File: config.mk
export PLATFORM = sky130hd
export DESIGN_NAME = dsp_arbiter
export DESIGN_NICKNAME = d
export VERILOG_FILES = /design/src/rtl/dsp_arbiter_pkg.sv /design/src/rtl/dsp_arbiter_rr_pick.sv /design/src/rtl/dsp_arbiter.sv
export SDC_FILE = /design/constraint.sdc
export NUM_CORES = 1
export LEC_CHECK = 0
export CORE_AREA = 5 5 152 154
export DETAILED_ROUTE_END_ITERATION = 8
export DIE_AREA = 0 0 157 159
export HOLD_SLACK_MARGIN = 0.02
export PLACE_DENSITY = 0.51
export SLEW_MARGIN = 20
export SYNTH_ARGS = -nofsm -noshare
export SYNTH_HDL_FRONTEND = slang
export SYNTH_SLANG_ARGS = --single-unit
File: constraint.sdc
create_clock -name clk -period 6.55 [get_ports clk]
set_clock_uncertainty 0.1 [all_clocks]
set_input_delay 0.9825 -clock clk [delete_from_list [all_inputs] [get_ports clk]]
set_output_delay 0.9825 -clock clk [all_outputs]
set_load 0.01 [all_outputs]
File: src/rtl/dsp_arbiter_pkg.sv
// dsp_arbiter_pkg: shared DSP bus widths, arbiter FSM state codes and a one-hot index helper
package dsp_arbiter_pkg;
  localparam int DSP_INS_W = 44;
  localparam int DSP_OUTS_W = 84;
  localparam logic [1:0] ST_IDLE = 2'd0;
  localparam logic [1:0] ST_GRANT = 2'd1;
  localparam logic [1:0] ST_GAP = 2'd2;
  function automatic logic [2:0] onehot_idx(input logic [7:0] v);
    onehot_idx = '0;
    for (int i = 0; i < 8; i++)
      if (v[i]) onehot_idx = 3'(i);
  endfunction
endpackage

File: src/rtl/dsp_arbiter_rr_pick.sv
// rr_pick: combinational round-robin priority encoder; req/ptr in, one-hot win out (search starts at ptr+1, wraps)
module rr_pick #(
  parameter int N = 4,
  parameter int PW = 2
) (
  input  logic [N-1:0]  req,
  input  logic [PW-1:0] ptr,
  output logic [N-1:0]  win
);
  logic [PW-1:0] idx;
  // Walk from the farthest candidate to the nearest so the nearest requester overwrites the rest.
  always_comb begin
    win = '0;
    idx = '0;
    for (int k = N; k >= 1; k--) begin
      idx = PW'((int'(ptr) + k) % N);
      if (req[idx]) begin
        win = '0;
        win[idx] = 1'b1;
      end
    end
  end
endmodule

File: src/rtl/dsp_arbiter.sv
// dsp_arbiter: round-robin time-sharing of one DSP48A1 among ALU clients, zero-opmode flush gap between grants; DSP_ARB_TIMEOUT_EN adds a hold watchdog
// ports: clk, reset (async high), req/gnt per client, cl_dsp_ins_flat -> dsp_ins_flat mux, dsp_outs_flat -> cl_dsp_outs_flat broadcast, timeout_err (watchdog build only)
module dsp_arbiter
  import dsp_arbiter_pkg::*;
#(
  parameter int NUM_CLIENTS = 4,
  parameter int GAP_CYCLES = 2,
  parameter int MAX_HOLD = 64
) (
  input  logic                             clk,
  input  logic                             reset,
  input  logic [NUM_CLIENTS-1:0]           req,
  output logic [NUM_CLIENTS-1:0]           gnt,
  input  logic [NUM_CLIENTS*DSP_INS_W-1:0] cl_dsp_ins_flat,
  output logic [DSP_INS_W-1:0]             dsp_ins_flat,
  input  logic [DSP_OUTS_W-1:0]            dsp_outs_flat,
  output logic [DSP_OUTS_W-1:0]            cl_dsp_outs_flat
`ifdef DSP_ARB_TIMEOUT_EN
  ,
  output logic                             timeout_err
`endif
);
  localparam int PW = $clog2(NUM_CLIENTS);
  localparam logic [1:0] GAP_INIT = 2'(GAP_CYCLES - 1);
  if (NUM_CLIENTS < 2 || NUM_CLIENTS > 8 || GAP_CYCLES < 1 || GAP_CYCLES > 3 || MAX_HOLD < 2) begin : g_bad_params
    $error("dsp_arbiter: parameter out of range");
  end
  logic [1:0] state_q, state_d;
  logic [NUM_CLIENTS-1:0] gnt_q, gnt_d, elig, win;
  logic [PW-1:0] ptr_q, ptr_d;
  logic [1:0] gap_q, gap_d;
  logic own_req, drop;
  assign own_req = |(req & gnt_q);
`ifdef DSP_ARB_TIMEOUT_EN
  localparam int HW = $clog2(MAX_HOLD);
  logic [HW-1:0] hold_q, hold_d;
  logic [NUM_CLIENTS-1:0] mask_q, mask_d;
  logic tmo_q, hit;
  // A timed-out client stays masked until it lowers req, so a stuck request cannot re-grab the slice.
  assign hit = state_q == ST_GRANT && own_req && hold_q == HW'(MAX_HOLD - 1);
  assign drop = !own_req || hit;
  assign elig = req & ~mask_q;
  assign timeout_err = tmo_q;
  always_comb begin
    hold_d = (state_q == ST_GRANT && !drop) ? hold_q + 1'b1 : '0;
    mask_d = (mask_q | (hit ? gnt_q : '0)) & req;
  end
  always_ff @(posedge clk or posedge reset)
    if (reset) begin
      hold_q <= '0;
      mask_q <= '0;
      tmo_q <= 1'b0;
    end else begin
      hold_q <= hold_d;
      mask_q <= mask_d;
      tmo_q <= hit;
    end
`else
  assign drop = !own_req;
  assign elig = req;
`endif
  rr_pick #(.N(NUM_CLIENTS), .PW(PW)) u_pick (.req(elig), .ptr(ptr_q), .win(win));
  always_comb begin
    state_d = state_q;
    gnt_d = gnt_q;
    ptr_d = ptr_q;
    gap_d = gap_q;
    if (state_q == ST_IDLE) begin
      if (|elig) begin
        gnt_d = win;
        ptr_d = PW'(onehot_idx(8'(win)));
        state_d = ST_GRANT;
      end
    end else if (state_q == ST_GRANT) begin
      if (drop) begin
        gnt_d = '0;
        gap_d = GAP_INIT;
        state_d = ST_GAP;
      end
    end else begin
      gap_d = gap_q - 2'd1;
      state_d = gap_q == 2'd0 ? ST_IDLE : ST_GAP;
    end
  end
  always_ff @(posedge clk or posedge reset)
    if (reset) begin
      state_q <= ST_IDLE;
      gnt_q <= '0;
      ptr_q <= PW'(NUM_CLIENTS - 1);
      gap_q <= '0;
    end else begin
      state_q <= state_d;
      gnt_q <= gnt_d;
      ptr_q <= ptr_d;
      gap_q <= gap_d;
    end
  // With gnt clear (gap, idle, reset) the slice sees opmode 0, so X=Z=ZERO and P flushes.
  always_comb begin
    dsp_ins_flat = '0;
    for (int i = 0; i < NUM_CLIENTS; i++)
      dsp_ins_flat |= gnt_q[i] ? cl_dsp_ins_flat[DSP_INS_W*i +: DSP_INS_W] : '0;
  end
  assign gnt = gnt_q;
  assign cl_dsp_outs_flat = dsp_outs_flat;
endmodule

## Yosys cells after proc, flatten, opt, wreduce, memory -nomap -nowiden

Index checks and enable logic that the tools add are counted.

| word-level totals | value |
|---|---|
| flip-flop bits (word level) | 10 |
| latch bits | 0 |
| RAM bits | 0 |
| memory bits (read-only) | 0 |
| input port bits | 266 |
| output and inout port bits | 132 |
| memories kept | 0 |

| operators by class | value |
|---|---|
| add/sub/neg operators | 5 |
| multiply operators | 0 |
| div/mod/pow operators | 0 |
| $lt $le $gt $ge | 8 |
| equality and inequality tests | 5 |
| shift-type cells | 0 |
| muxes and demuxes | 38 |
| bitwise logic cells | 5 |
| reductions and logical operators | 13 |

Operators with widths:

| cell | count |
|---|---|
| 44-bit 2-to-1 mux | 4 |
| 44-bit bitwise OR | 3 |
| 4-bit 2-to-1 mux | 8 |
| 2-bit 2-to-1 mux | 9 |
| 2-bit by 3-bit < comparator with 1-bit output (second input constant) | 4 |
| 1-bit 2-to-1 mux | 9 |
| 1-bit binary-select mux with 2-bit select | 4 |
| 1-bit demux with 2-bit select | 4 |
| 2-bit by 1-bit >= comparator with 1-bit output (second input constant) | 4 |
| 4-bit OR reduction | 2 |
| 2-bit AND reduction | 3 |
| 2-bit by 1-bit adder with 2-bit output (second input constant) | 2 |
| 2-bit adder (second input constant) | 2 |
| 4-bit AND | 1 |
| 1-bit logical AND | 4 |
| 2-bit logical NOT | 2 |
| 2-bit by 1-bit inequality test with 1-bit output (second input constant) | 2 |
| 3-bit inequality test (second input constant) | 1 |
| 3-bit AND reduction | 1 |
| 2-bit by 1-bit equality test with 1-bit output (second input constant) | 1 |
| 2-bit inequality test (second input constant) | 1 |
| 2-bit nonzero test | 1 |
| 2-bit by 1-bit subtractor with 2-bit output (second input constant) | 1 |
| 1-bit NOT | 1 |

## Depth between registers and ports, before layout

Gate-level depths: netlist of the first run.

| logic depth | value |
|---|---|
| depth after elaboration | 12 |
| mapped depth | 8 |
| depth with buffers taken out | 7 |

## Cells and area by module

Synthesis of the first run repeated with hierarchy kept, for this count alone.

| unflattened totals | value |
|---|---|
| cell total of the unflattened synthesis | 335 |
| area, all modules | 2441.1 um2 |

By module, submodules not included:

| module | instances | cells each | area an instance (um2) |
|---|---|---|---|
| dsp_arbiter | 1 | 291 | 2063.2 |
| rr_pick | 1 | 44 | 377.9 |

## Worst setup path before layout of the first run

OpenSTA, ideal clock, no wires.

| timing path | value |
|---|---|
| path type | flip-flop to flip-flop |
| from | reg ptr_q[0] |
| to | reg gnt_q[2], in the netlist gnt[2] |
| data arrival time | 2.337 ns |
| path slack | 3.995 ns |
| cell stages (with the launch flop) | 8 |
| clock period less this slack | 2.555 ns |
| path through | dfstp_2 > buf_6 > inv_1 > ha_1 > mux4_2 > a211o_1 > o221ai_2 > a2bb2o_4 |

| between the ends | value |
|---|---|
| cells in the longest elaborated chain, start to end | 11 |
| elaborated cells between the ends (all ways) | 38 |
| classes of those cells | 4 x add/sub; 8 x order compare; 22 x mux; 4 x reduce/logical |

RTL lines:

| element | RTL line | text |
|---|---|---|
| start, declared | dsp_arbiter.sv:30 | `logic [PW-1:0] ptr_q, ptr_d;` |
| start signal, assigned | dsp_arbiter.sv:89 | `ptr_q <= PW'(NUM_CLIENTS - 1);` |
| start signal, assigned | dsp_arbiter.sv:94 | `ptr_q <= ptr_d;` |
| 2-bit by 1-bit adder with 2-bit output | dsp_arbiter_rr_pick.sv:16 | `idx = PW'((int'(ptr) + k) % N);` |
| 2-bit by 3-bit < comparator with 1-bit output (implied by the code) or 2-bit by 1-bit >= comparator with 1-bit output (tied branches) | dsp_arbiter_rr_pick.sv:19 | `win[idx] = 1'b1;` |
| 1-bit logical AND (implied by the code) | dsp_arbiter_rr_pick.sv:19 |  |
| 1-bit 2-to-1 mux (implied by the code) | dsp_arbiter_rr_pick.sv:19 |  |
| 1-bit demux with 2-bit select | - |  |
| 4-bit 2-to-1 mux (3 in series) | dsp_arbiter_rr_pick.sv:17 | `if (req[idx]) begin` |
| 4-bit 2-to-1 mux (*) | dsp_arbiter_rr_pick.sv:17 |  |
| 4-bit 2-to-1 mux (*) | dsp_arbiter.sv:69 | `if (\|elig) begin` |
| 4-bit 2-to-1 mux (*) | dsp_arbiter.sv:68 | `if (state_q == ST_IDLE) begin` |
| end signal, assigned | dsp_arbiter.sv:93 | `gnt_q <= gnt_d;` |
| end, declared | dsp_arbiter.sv:29 | `logic [NUM_CLIENTS-1:0] gnt_q, gnt_d, elig, win;` |

Every way passes the cells marked *; elsewhere a longest branch is shown, timed or not. The select of a mux whose other input is x is not followed.
A chain may end at the register's enable or synchronous reset.

## Final worst setup path of the first run

| timing path | value |
|---|---|
| from | in cl_dsp_ins_flat[174] |
| to | out dsp_ins_flat[42] |

| between the ends | value |
|---|---|
| cells in the longest elaborated chain, start to end | 2 |

RTL lines:

| element | RTL line | text |
|---|---|---|
| start, declared | dsp_arbiter.sv:14 | `input logic [NUM_CLIENTS*DSP_INS_W-1:0] cl_dsp_ins_flat,` |
| 44-bit 2-to-1 mux | dsp_arbiter.sv:101 | `dsp_ins_flat \|= gnt_q[i] ? cl_dsp_ins_flat[DSP_INS_W*i +: DSP_INS_W] : '0;` |
| 44-bit bitwise OR | dsp_arbiter.sv:101 |  |
| end, declared | dsp_arbiter.sv:15 | `output logic [DSP_INS_W-1:0] dsp_ins_flat,` |

Every way passes these cells.

==> metrics.cfg, run 1 <==
[outcome]
outcome = finished clean

[final_layout]
drive_above_1_share_pct = 4.36
fillers = 2413
multi_input_area_sq_mm = 0.00134
seqCellArea_sq_um = 258
num-nets-final = 711
final_util_pct = 20.2
area_growth_pct = 85.6
n_antenna_cell = 0

[logic_synthesis]
synth_area_sq_mm = 0.00235
ys_ff_latch = 10
ys_seq_area_share_pct = 10.8
synth_flop_cell = dfrtp_1
synth_warnings = 0
ys_async_sr_fraction_pct = 100
yosysUniqueCellTypes = 34
syn_inst = 310
synth_edf_count = 0
synth_area_per_cell_sq_um = 7.58
syn_nets = 584

[sta]
timing_hold_violations_final = 0
drv_slew = 0
setup_viol = 0
finalCritPeriodShare_pct = 52.0
layout_min_cycle_time_ns = 3.40
fmax_ghz = 0.294
max-slew-margin-rel_pct = 29.4
final.setup.tns_ns = 0
fin_hold_ws_ns = 0.388
rsz0062_at_grt = no
tightest_slew_ns = 1.06

[cts]
postCtsResizedCells = 0
clkLatencyLatePin_ns = 0.24
path_clk_slew_ns = 0.04
cts_hold_buffers = 0
h-tree-depth = 1
clock-sinks = 10
cts_root_buffer = clkbuf_16
cts_tree = built
post_cts_buffers = 0
cts.path.max_buffers = 2
numCtsBuffers = 3

[floorplanning]
std_cell_rows = 54
die_area_sq_mm = 0.0250
die_w_um = 157
fp.coreArea_sq_mm = 0.0216
start_util_pct = 10.9
boundaryPins = 398
dieHeight_um = 159

[min_path]
holdPathEnd = gap_q[0]
min_path_cells = 1
hp-start = gap_q[0]
hold_path.class = reg2reg

[global_routing]
grt_usage_pct = 8.69
grt_pass1_wl_um = 17100
grt_pass1_vias = 3000
gr-usage-met1_pct = 9.45
met3_usage_pct = 2.47
grtUsageMet2_pct = 15.0
grt-ovfl-total = 0
grt_max_degree = 48
antenna_found_initial = 0
busiest_layer = met2

[setup_path]
r2r-start = ptr_q[0]
crit_fanout = 1
reg2reg_slack_ns = 3.73
reg2reg_depth = 6
critPathRequiredTime_ns = 5.47
worst_r2r_endpoint = gnt[3]
worstSetupEndpointType = output pin
start_kind = primary input
crit_type = in2out
crit_arrival_ns = 2.32

[detailed_routing]
vias_per_cell = 3.97
drt_iter0_drc = 151
wl_per_cell_um = 16.8
drt-total-wl_um = 12000
drc = 0
vias = 2841
dr.pass1.iters = 4
ant_nets = 0

[placement]
io_buffers = 229
hpwl_um = 9430
gp_congestion = 0.731

[power_and_ir_drop]
ir_drop_mv = 0.142
powerDensity_mw_per_mm2 = 326
power_leakage_uw = 0.00162
power_uw = 1420

[job]
maxCapViolCount = 0

-- sequential cells by signal, summed over array words and instances (netlist names) --
register / count
gnt: 4
state_q: 2
ptr_q: 2
gap_q: 2
-- layout by cell type (no fill, tap or decap), types with 2 or more instances in the layout --
cell,count
mux4_2,3
dfrtp_1,4
mux2i_1,2
ha_1,8
a21oi_1,4
a211o_2,2
dfrtp_2,4
a22oi_1,90
o221ai_2,2
nor3_1,2
o211ai_1,2
clkbuf_16,3
nand2_1,48
nor4b_1,2
clkdlybuf4s50_1,229
a211oi_1,2
nor3b_1,2
dfstp_2,2
nand2b_1,4
inv_1,7
o2bb2ai_1,2
-- layer usage --
layer  share of wire, %  vias up
met2                 48      190
met5                  0        -
met1                 35     1266
met3                 12       64
met4                5.5        0
li1                   -     1321
-- through the flow --
stage	std cells	area [sq um]	worst slack, ns
finish	716	4360	3.15
global route	716	4360	3.01
CTS	716	4360	3.06
detailed placement	712	4270	3.06
global placement	712	4270	3.05
floorplan	310	2350	4.00
-- how the worst max path moves through the flow --
stage | startpoint | end | slack, ns | depth (start not counted)
5_1_grt | gnt[2] | dsp_ins_flat[27] | 3.01 | 3
3_3_place_gp | cl_dsp_ins_flat[174] | dsp_ins_flat[42] | 3.05 | 4
3_5_place_dp | cl_dsp_ins_flat[174] | dsp_ins_flat[42] | 3.06 | 4
2_1_floorplan | ptr_q[0] | gnt[2] | 4.00 | 7
6_report | cl_dsp_ins_flat[174] | dsp_ins_flat[42] | 3.15 | 4
4_1_cts | cl_dsp_ins_flat[174] | dsp_ins_flat[42] | 3.06 | 4
-- logic make-up after synthesis --
| kind of cell | count (synthesis) | share of synthesized area [%] |
|---|---|---|
| adder cells (fa/ha/maj) | 8 | 4.26 |
| flip-flops | 10 | 10.8 |
| multiplexers | 6 | 4.85 |
| buffers and inverters | 114 | 32.0 |
| AND/OR/NAND/NOR | 61 | 11.4 |
| AO/OA/AOI/OAI | 111 | 36.7 |
-- synthesized netlist by cell type (3+ instances only) --
| cell | count | area, sq um |
|---|---|---|
| nand2b_1 | 4 | 25.0 |
| inv_1 | 7 | 26.3 |
| nand2_1 | 48 | 180 |
| buf_4 | 84 | 631 |
| mux4_2 | 3 | 67.6 |
| clkbuf_1 | 17 | 63.8 |
| buf_1 | 4 | 15.0 |
| dfrtp_1 | 8 | 200 |
| a22oi_1 | 90 | 676 |
| a21oi_1 | 4 | 20.0 |
| ha_1 | 8 | 100 |
-- report_power, final --
| part | internal (uW) | total [uW] | switching (uW) |
|---|---|---|---|
| registers | 96.8 | 289 | 192 |
| logic | 607 | 1010 | 405 |
| clock network | 91.9 | 121 | 29.3 |
| total | 796 | 1420 | 626 |
-- final cells by class --
class,count,share of cell area (%)
clock buffers,4,2.04
inverters,7,0.603
multi-input cells,186,30.8
flip-flops and latches,10,5.91
well taps,280,8.04
repair buffers,229,52.6
-- critical path, stage by stage --
cell and delay (ns):
clkdlybuf4s50_1 0.57, a22oi_1 0.10, nand2_1 0.12, clkdlybuf4s50_1 0.54
(Power assumes the default switching activity.)
==> run 2, diff against run 1 <==
- CORE_AREA: 5 5 152 154 -> 5 5 150 152
- DIE_AREA: 0 0 157 159 -> 0 0 155 157
- PLACE_DENSITY: 0.51 -> 0.52
- clock period: 6.55 -> 3.3 ns (I/O delays scaled with it)
==> run 2 against run 1 <==
Against the previous run:
- setup slack got worse by 2.8 ns
- first-iteration DRC count is 30% lower
- power increased by 95%
- utilization rose by 0.57 points
- critical path depth down 1
- sequential share of layout area barely moved
==> metrics.cfg, run 2 (synthesized netlist as in run 1, its figures left out) <==
[cts]
path_clk_slew_ns = 0.04  ; about the same
cts_tree = built
clock-sinks = 10  ; unchanged
cts.path.max_buffers = 2  ; unchanged
h-tree-depth = 1  ; unchanged
cts_hold_buffers = 0  ; unchanged
post_cts_buffers = 0  ; unchanged
postCtsResizedCells = 0  ; unchanged
cts_root_buffer = clkbuf_16
numCtsBuffers = 3  ; unchanged
clkLatencyLatePin_ns = 0.23  ; about the same

[sta]
timing_hold_violations_final = 0  ; unchanged
layout_min_cycle_time_ns = 2.92
rsz0062_at_grt = no
final.setup.tns_ns = 0  ; unchanged
setup_viol = 0  ; unchanged
tightest_slew_ns = 1.09  ; +0.0336 ns
drv_slew = 0  ; unchanged
finalCritPeriodShare_pct = 88.6
max-slew-margin-rel_pct = 27.1  ; -2.2 points
fmax_ghz = 0.342
setup_slack_ns = 0.377  ; -2.77 ns

[detailed_routing]
drc = 0  ; unchanged
drt-total-wl_um = 12100  ; +0.70%
vias = 2861  ; +0.70%
dr.pass1.iters = 6  ; +2
vias_per_cell = 4.02  ; +1.4%
wl_per_cell_um = 17.0  ; +1.4%
drt_iter0_drc = 105  ; -30%
ant_nets = 0  ; unchanged

[floorplanning]
die_w_um = 155  ; -1.3%
die_area_sq_mm = 0.0243  ; -2.5%
boundaryPins = 398  ; unchanged
start_util_pct = 11.2  ; +0.35 points
fp.coreArea_sq_mm = 0.0209  ; -3.1%
std_cell_rows = 53  ; -1.9%
dieHeight_um = 157  ; -1.3%

[job]
maxCapViolCount = 0  ; unchanged

[global_routing]
grt-ovfl-total = 0  ; unchanged
grt_max_degree = 48  ; unchanged
antenna_found_initial = 0  ; unchanged
grt_pass1_wl_um = 16500  ; -3.5%
grt_pass1_vias = 2947  ; -1.8%
grt_usage_pct = 8.71  ; +0.017 points

[setup_path]
critPathRequiredTime_ns = 2.70  ; -2.77 ns
r2r-start = ptr_q[0]
crit_start = gnt[2]
reg2reg_slack_ns = 0.59  ; -3.14 ns
path_cells = a22oi_1, nand2_1, clkdlybuf4s50_1
cp_slowest_stage_delay_ns = 1.08  ; +0.51 ns
worstSetupEndpointType = output pin
crit_type = reg2out
reg2reg_depth = 6  ; unchanged
crit_fanout = 47  ; +46
crit_arrival_ns = 2.33  ; about the same
cp-endpoint = dsp_ins_flat[21]
slowest_stage = dfrtp_2
worst_r2r_endpoint = gnt[3]
start_kind = flip-flop

[placement]
hpwl_um = 9480  ; +0.54%
dpl.cell_count = 707  ; -0.70%
detailedPlace.worstSlack_ns = 0.610  ; -2.45 ns
io_buffers = 229  ; unchanged
gp_congestion = 0.704  ; -3.7%

[power_and_ir_drop]
powerDensity_mw_per_mm2 = 639  ; +96%
power_leakage_uw = 0.00162  ; -0.37%
ir_drop_mv = 0.283  ; +99%

[final_layout]
fin_cells = 711  ; -0.70%
layout_commonest_cell = clkdlybuf4s50_1
largest_reg_flops = 4  ; unchanged
area_growth_pct = 84.9
drive_above_1_share_pct = 4.13  ; -0.23 points
fillers = 2359  ; -2.2%
final_util_pct = 20.8  ; +0.57 points
n_antenna_cell = 0  ; unchanged
num-nets-final = 711  ; unchanged
final_cell_mix = 229 x clkdlybuf4s50_1, 90 x a22oi_1, 48 x nand2_1, 8 x ha_1, 7 x inv_1

[outcome]
outcome = finished clean

[min_path]
hold_path.class = reg2reg

[run 2: changes by cell type in the layout (fill, tap and decap cells not counted)]
cell | before | now
clkbuf_1 | 0 | 1
clkbuf_8 | 1 | 0
[run 2: area by class of cell]
type,instances,area [sq um],area share [%]
sequential,10,258,5.93
tap,275,344,7.92
inverter,7,26.3,0.605
multi-input combinational,186,1340,30.9
timing repair buffer,229,2290,52.8
clock buffer,4,78.8,1.82
[run 2: layer usage]
metal | up-vias | wire length [um] | GRT usage [%] | part of all wire, %
met5 | - | 0 | 0 | 0
met3 | 54 | 1470 | 3.16 | 12
met4 | 0 | 589 | 4.96 | 4.9
met2 | 214 | 6050 | 16.2 | 50
li1 | 1318 | - | - | -
met1 | 1275 | 4010 | 8.26 | 33
[run 2: worst max-delay path, delay by kind of cell (launching register included)]
kind	cells	cell delay, ns
AO/OA/AOI/OAI	1	0.29
buffers and inverters	1	0.55
flip-flops	1	1.08
AND/OR/NAND/NOR	1	0.14
[run 2: metrics by stage]
step / hold slack [ns] / power [uW] / instance area (sq um)
final: 0.378 / 2780 / 4340
after floorplan: 0.234 / 1600 / 2350
after CTS: 0.382 / 2810 / 4340
after detailed placement: 0.377 / 2580 / 4260
after global routing: 0.434 / 2990 / 4340
after global placement: 0.375 / 2600 / 4260
[run 2: worst min path at each step]
stage	start	to	depth (start not counted)
after floorplan	reset	gap_q[0]	1
after global placement	gap_q[0]	gap_q[0]	1
after detailed placement	gap_q[0]	gap_q[0]	1
after CTS	gap_q[0]	gap_q[0]	1
after global routing	gap_q[0]	gap_q[0]	1
final	gap_q[0]	gap_q[0]	1
[run 2: power breakdown]
part | leakage (uW) | internal, uW | switching [uW] | total, uW
Combinational | 0.00146 | 1210 | 780 | 1990
Sequential | 0.000115 | 192 | 386 | 578
Clock | 0.0000382 | 161 | 52.0 | 213
Total | 0.00162 | 1560 | 1220 | 2780
==> run 3, diff against run 2 <==
- clock period: 3.3 -> 2.9 ns (I/O delays scaled with it)
==> run 3 against run 2 <==
Against the previous run:
- first-iteration DRC count up 3.8%
- register-to-register slack worse by 0.33 ns
- routed wire length rose by 4.1%
- count of clock-buffer cells in the layout is the same
- utilization rose by 0.44 points
- non-clock buffer count increased by 9
- largest cell class unchanged
==> metrics.cfg, run 3 (synthesized netlist as in run 1, its figures left out) <==
[outcome]
outcome = finished clean

[cts]
clock-sinks = 10  ; unchanged
h-tree-depth = 1  ; unchanged
numCtsBuffers = 3  ; unchanged
cts_hold_buffers = 0  ; unchanged
cts_tree = built
cts_root_buffer = clkbuf_16
cts.path.max_buffers = 2  ; unchanged
path_clk_slew_ns = 0.04  ; about the same
clkLatencyLatePin_ns = 0.23  ; about the same

[final_layout]
area_growth_pct = 88.9
multi_input_area_sq_mm = 0.00134  ; unchanged
seqCellArea_sq_um = 258  ; unchanged
largest_reg_flops = 4  ; unchanged
layout_commonest_cell = clkdlybuf4s50_1
n_antenna_cell = 0  ; unchanged
final_util_pct = 21.2  ; +0.44 points
final_cell_mix = 229 x clkdlybuf4s50_1, 90 x a22oi_1, 48 x nand2_1, 8 x ha_1
drive_above_1_share_pct = 6.07  ; +1.9 points
fillers = 2352  ; -0.30%
num-nets-final = 720  ; +1.3%

[setup_path]
start_kind = flip-flop
crit_fanout = 27  ; -43%
crit_arrival_ns = 2.14  ; -0.19 ns
crit_type = reg2out
critPathRequiredTime_ns = 2.37  ; -0.33 ns
worstSetupEndpointType = output pin
r2r-start = ptr_q[1]
reg2reg_depth = 6  ; unchanged
crit_buf_inv = 2  ; +1
path_cells = buf_4, a22oi_1, nand2_1, clkdlybuf4s50_1
slowest_stage = dfrtp_2
cp_top_family = buffers and inverters
cp_slowest_stage_delay_ns = 0.79  ; -0.29 ns
worst_r2r_endpoint = gnt[3]
reg2reg_slack_ns = 0.26  ; -0.33 ns

[detailed_routing]
drt_iter0_drc = 109  ; +3.8%
vias_per_cell = 3.99  ; -0.87%
vias = 2872  ; +0.38%
drc = 0  ; unchanged
wl_per_cell_um = 17.5  ; +2.8%
dr.pass1.iters = 4  ; -2
ant_nets = 0  ; unchanged
drt-total-wl_um = 12600  ; +4.1%

[floorplanning]
start_util_pct = 11.2  ; unchanged
die_w_um = 155  ; unchanged
die_area_sq_mm = 0.0243  ; unchanged
std_cell_rows = 53  ; unchanged
dieHeight_um = 157  ; unchanged
boundaryPins = 398  ; unchanged
fp.coreArea_sq_mm = 0.0209  ; unchanged

[power_and_ir_drop]
powerDensity_mw_per_mm2 = 743  ; +16%
ir_drop_mv = 0.268  ; -5.2%
power_leakage_uw = 0.00167  ; +3.3%

[min_path]
hp-start = gap_q[0]
holdPathEnd = gap_q[0]
hold_path.class = reg2reg
min_path_cells = 1  ; unchanged

[sta]
max-slew-margin-rel_pct = 54.1  ; +27 points
fmax_ghz = 0.375
tightest_slew_ns = 0.689  ; -0.405 ns
drv_slew = 0  ; unchanged
setup_viol = 0  ; unchanged
setup_slack_ns = 0.230  ; -0.147 ns
timing_hold_violations_final = 0  ; unchanged
rsz0062_at_grt = no
finalCritPeriodShare_pct = 92.1
layout_min_cycle_time_ns = 2.67
final.setup.tns_ns = 0  ; unchanged

[global_routing]
grt_pass1_wl_um = 17100  ; +3.6%
grt-ovfl-total = 0  ; unchanged
grt_pass1_vias = 3038  ; +3.1%
grt_max_degree = 48  ; unchanged
antenna_found_initial = 0  ; unchanged
grt_usage_pct = 9.00  ; +0.29 points

[job]
maxCapViolCount = 0  ; unchanged

[placement]
hpwl_um = 10200  ; +8.0%
gp_congestion = 0.775  ; +10%
io_buffers = 229  ; unchanged
detailedPlace.worstSlack_ns = 0.167  ; -0.442 ns

## run 3: changes by cell type in the layout (fill, tap and decap cells not counted), sizes merged
cell | before | now
buf | 0 | 9
## run 3: repair_timing
item                       CTS  global route
setup endpoints to repair    0             1
setup buffers                0             1
gates resized for setup      0             0
## run 3: worst max-delay path by stage
stage | startpoint | endpoint | cells past startpoint
6_report | gnt[2] | dsp_ins_flat[1] | 4
5_1_grt | gnt[2] | dsp_ins_flat[39] | 4
4_1_cts | ptr_q[0] | gnt[3] | 6
3_5_place_dp | ptr_q[0] | gnt[3] | 6
3_3_place_gp | ptr_q[0] | gnt[3] | 6
2_1_floorplan | ptr_q[0] | gnt[2] | 7
## run 3: through the flow
step | instance area (sq um) | hold slack [ns] | std cells | power (uW)
after floorplan | 2350 | 0.174 | 310 | 1820
after global placement | 4350 | 0.377 | 715 | 3080
after detailed placement | 4350 | 0.371 | 715 | 3070
after CTS | 4430 | 0.376 | 719 | 3340
after global routing | 4440 | 0.414 | 720 | 3550
final | 4440 | 0.372 | 720 | 3300
## run 3: routing by layer
metal / track usage (%) / wire length, um / vias to the layer above / part of all wire [%]
met2: 17.0 / 6370 / 214 / 51
met5: 0 / 0 / - / 0
met3: 2.91 / 1480 / 52 / 12
li1: - / - / 1337 / -
met1: 8.58 / 4180 / 1269 / 33
met4: 4.96 / 571 / 0 / 4.5
## run 3: report_power, final
part	switching, uW	internal (uW)	leakage, uW
Clock	60.7	184	0.0000382
Combinational	1180	1460	0.00152
Sequential	191	223	0.000115
## run 3: final cells by class
type | instances | area share [%]
Tap cell | 275 | 7.76
Inverter | 7 | 0.592
Multi-Input combinational cell | 186 | 30.3
Sequential cell | 10 | 5.81
Timing Repair Buffer | 238 | 53.8
Clock buffer | 4 | 1.78
==> edit: new RTL, config.mk and constraints of run 2 <==
Add a define of `DSP_ARB_TIMEOUT_EN`.
--- a/src/rtl/dsp_arbiter.sv
+++ b/src/rtl/dsp_arbiter.sv
@@ -2,2 +2,4 @@
 // ports: clk, reset (async high), req/gnt per client, cl_dsp_ins_flat -> dsp_ins_flat mux, dsp_outs_flat -> cl_dsp_outs_flat broadcast, timeout_err (watchdog build only)
+`define DSP_ARB_TIMEOUT_EN
+
 module dsp_arbiter
Formal check against the unedited RTL (old outputs only; new: timeout_err): no difference found for any inputs over 4 cycles, from zero or initial values and one cycle with reset high; that may be too few to reach the edited logic, so the function may still have changed.
==> edit against run 2 <==
  * Wire length rose by 28%
  * Total power grew 13%
  * Via count rose by 10%
  * Sequential cell count is 11 higher
  * First-iteration DRC count increased by 110%
  * Sequential share of layout area rose by 4.9 points
  * Cell area is 13% higher
  * Worst setup slack improved by 130 ps
  * Area after synthesis grew 18%
  * Combinational power up 22%
  * Core utilization increased by 2.7 points
  * Synthesized cell count is 13% higher
  * Highest routed layer unchanged
==> edit: results (changes against run 2) <==
- Status: completed (unchanged)
- Commonest cells post-synth: a22oi_1 (91), buf_4 (84), nand2_1 (51), dfrtp_1 (19) (was a22oi_1 (90), buf_4 (84), nand2_1 (48), clkbuf_1 (17))
- Psw: 1.397 mW (was 1.218 mW)
- Clk_lat worst skew: 260 ps (was 230 ps)
- Detailed Routing Iterations Pass 1: 4 (was 6)
- Layout cells sized above 1: 6.122% (was 4.128%)
- Max FFs per register: 6 (was 4)
- Via density: 4.132 (was 4.024)
- Placement Cell Area: 0.004821 mm² (was 0.004264 mm²)
- Syn nets: 626 (was 584)
- Seq/Total Area, Yosys: 19.03% (was 10.76%)
- First-pass GRT wire length: 20970 µm (was 16500 µm)
- M1 WL: 5759 µm (was 4006 µm)
- Met2 Resource Use GR: 19.09% (was 16.19%)
- Starting DRT DRC Count: 224 (was 105)
- Post-Layout Cell Count: 765 (was 711)
- Compound-Gate Fraction of Synth Area: 30.70% (was 36.71%)
- Post-DP HPWL: 13040 µm (was 9482 µm)
- Synth cell types: 32 (was 34)
- Met3 routed WL: 2178 µm (was 1465 µm)
- CP Max Fanout: 8 (was 47)
- P_leak: 1.930 nW (was 1.617 nW)
- Worst-path clk slew: 70 ps (was 40 ps)
- Max Freq: 357.6 MHz (was 342.1 MHz)
- Reg power frac: 14.7% (was 20.8%)
- Post-synthesis xor/xnor area fraction: 1.262% (was 0%)
- Largest cells by area after synthesis: a22oi_1 (25%), buf_4 (23%), dfrtp_1 (17%), nand2_1 (6.9%), ha_1 (4.1%) (was a22oi_1 (29%), buf_4 (27%), dfrtp_1 (8.5%), nand2_1 (7.7%), ha_1 (4.3%))
- Worst R2R Setup Slack: 500 ps (was 590 ps)
- Crit path DAT: 2880 ps (was 2330 ps)
- Routed WL: 15510 µm (was 12110 µm)
- Post-Synth Adder-Cell Area: 4.058% (was 4.262%)
- Post-cts resize count: 0 (unchanged)
- Slowest cell on the critical path: dfstp_2 (was dfrtp_2)
- Slew margin rel.: 42.58% (was 27.11%)
- Placed insts: 761 (was 707)
- Met3 Usage GRT: 5.444% (was 3.162%)
- Final Wtd Congestion: 0.8140 (was 0.7041)
- Largest net degree at the start of global routing: 28 (was 48)
- Multiplexer share of the synthesized area: 3.968% (was 4.848%)
- Worst VDD drop: 0.2667 mV (was 0.2829 mV)
- M1 GR Usage: 12.75% (was 8.264%)
- PwrDens: 642.0 mW/mm² (was 639.5 mW/mm²)
- Pre-CTS setup slack: 296.8 ps (was 609.8 ps)
- Met2 WL post-DR: 7368 µm (was 6053 µm)
- Max clock buf depth: 2 (unchanged)
- Cells after synthesis: 351 (was 310)
- Number of global-route vias before repair: 3218 (was 2947)
[edit: cell count changes after synthesis, sizes merged, moves of 4 or more]
cell / delta
nand2b: -4
dfrtp: +11
clkbuf: -5
nor2: +8
nor2b: +10
inv: +6
buf: +4
a21oi: +4
[edit: final timing paths]
| check | to | start | cells past startpoint |
|---|---|---|---|
| max in group asynchronous | gnt[0] | reset | 2 |
| min | hold_q[0] | hold_q[0] | 1 |
| max reg2reg | ptr_q[0] | ptr_q[0] | 7 |
| min in group asynchronous | mask_q[3] | reset | 2 |
| max | ptr_q[0] | ptr_q[0] | 7 |
| min reg2reg | hold_q[0] | hold_q[0] | 1 |
[edit: final cells by class]
class                           count  area [µm²]
Clock inverter                      1       7.507
Tap cell                          275       344.1
Inverter                           13       48.80
Clock buffer                        3       75.07
Fill cell                        2335       15990
Multi-Input combinational cell    211        1485
Timing Repair Buffer              241        2410
Sequential cell                    21       533.0
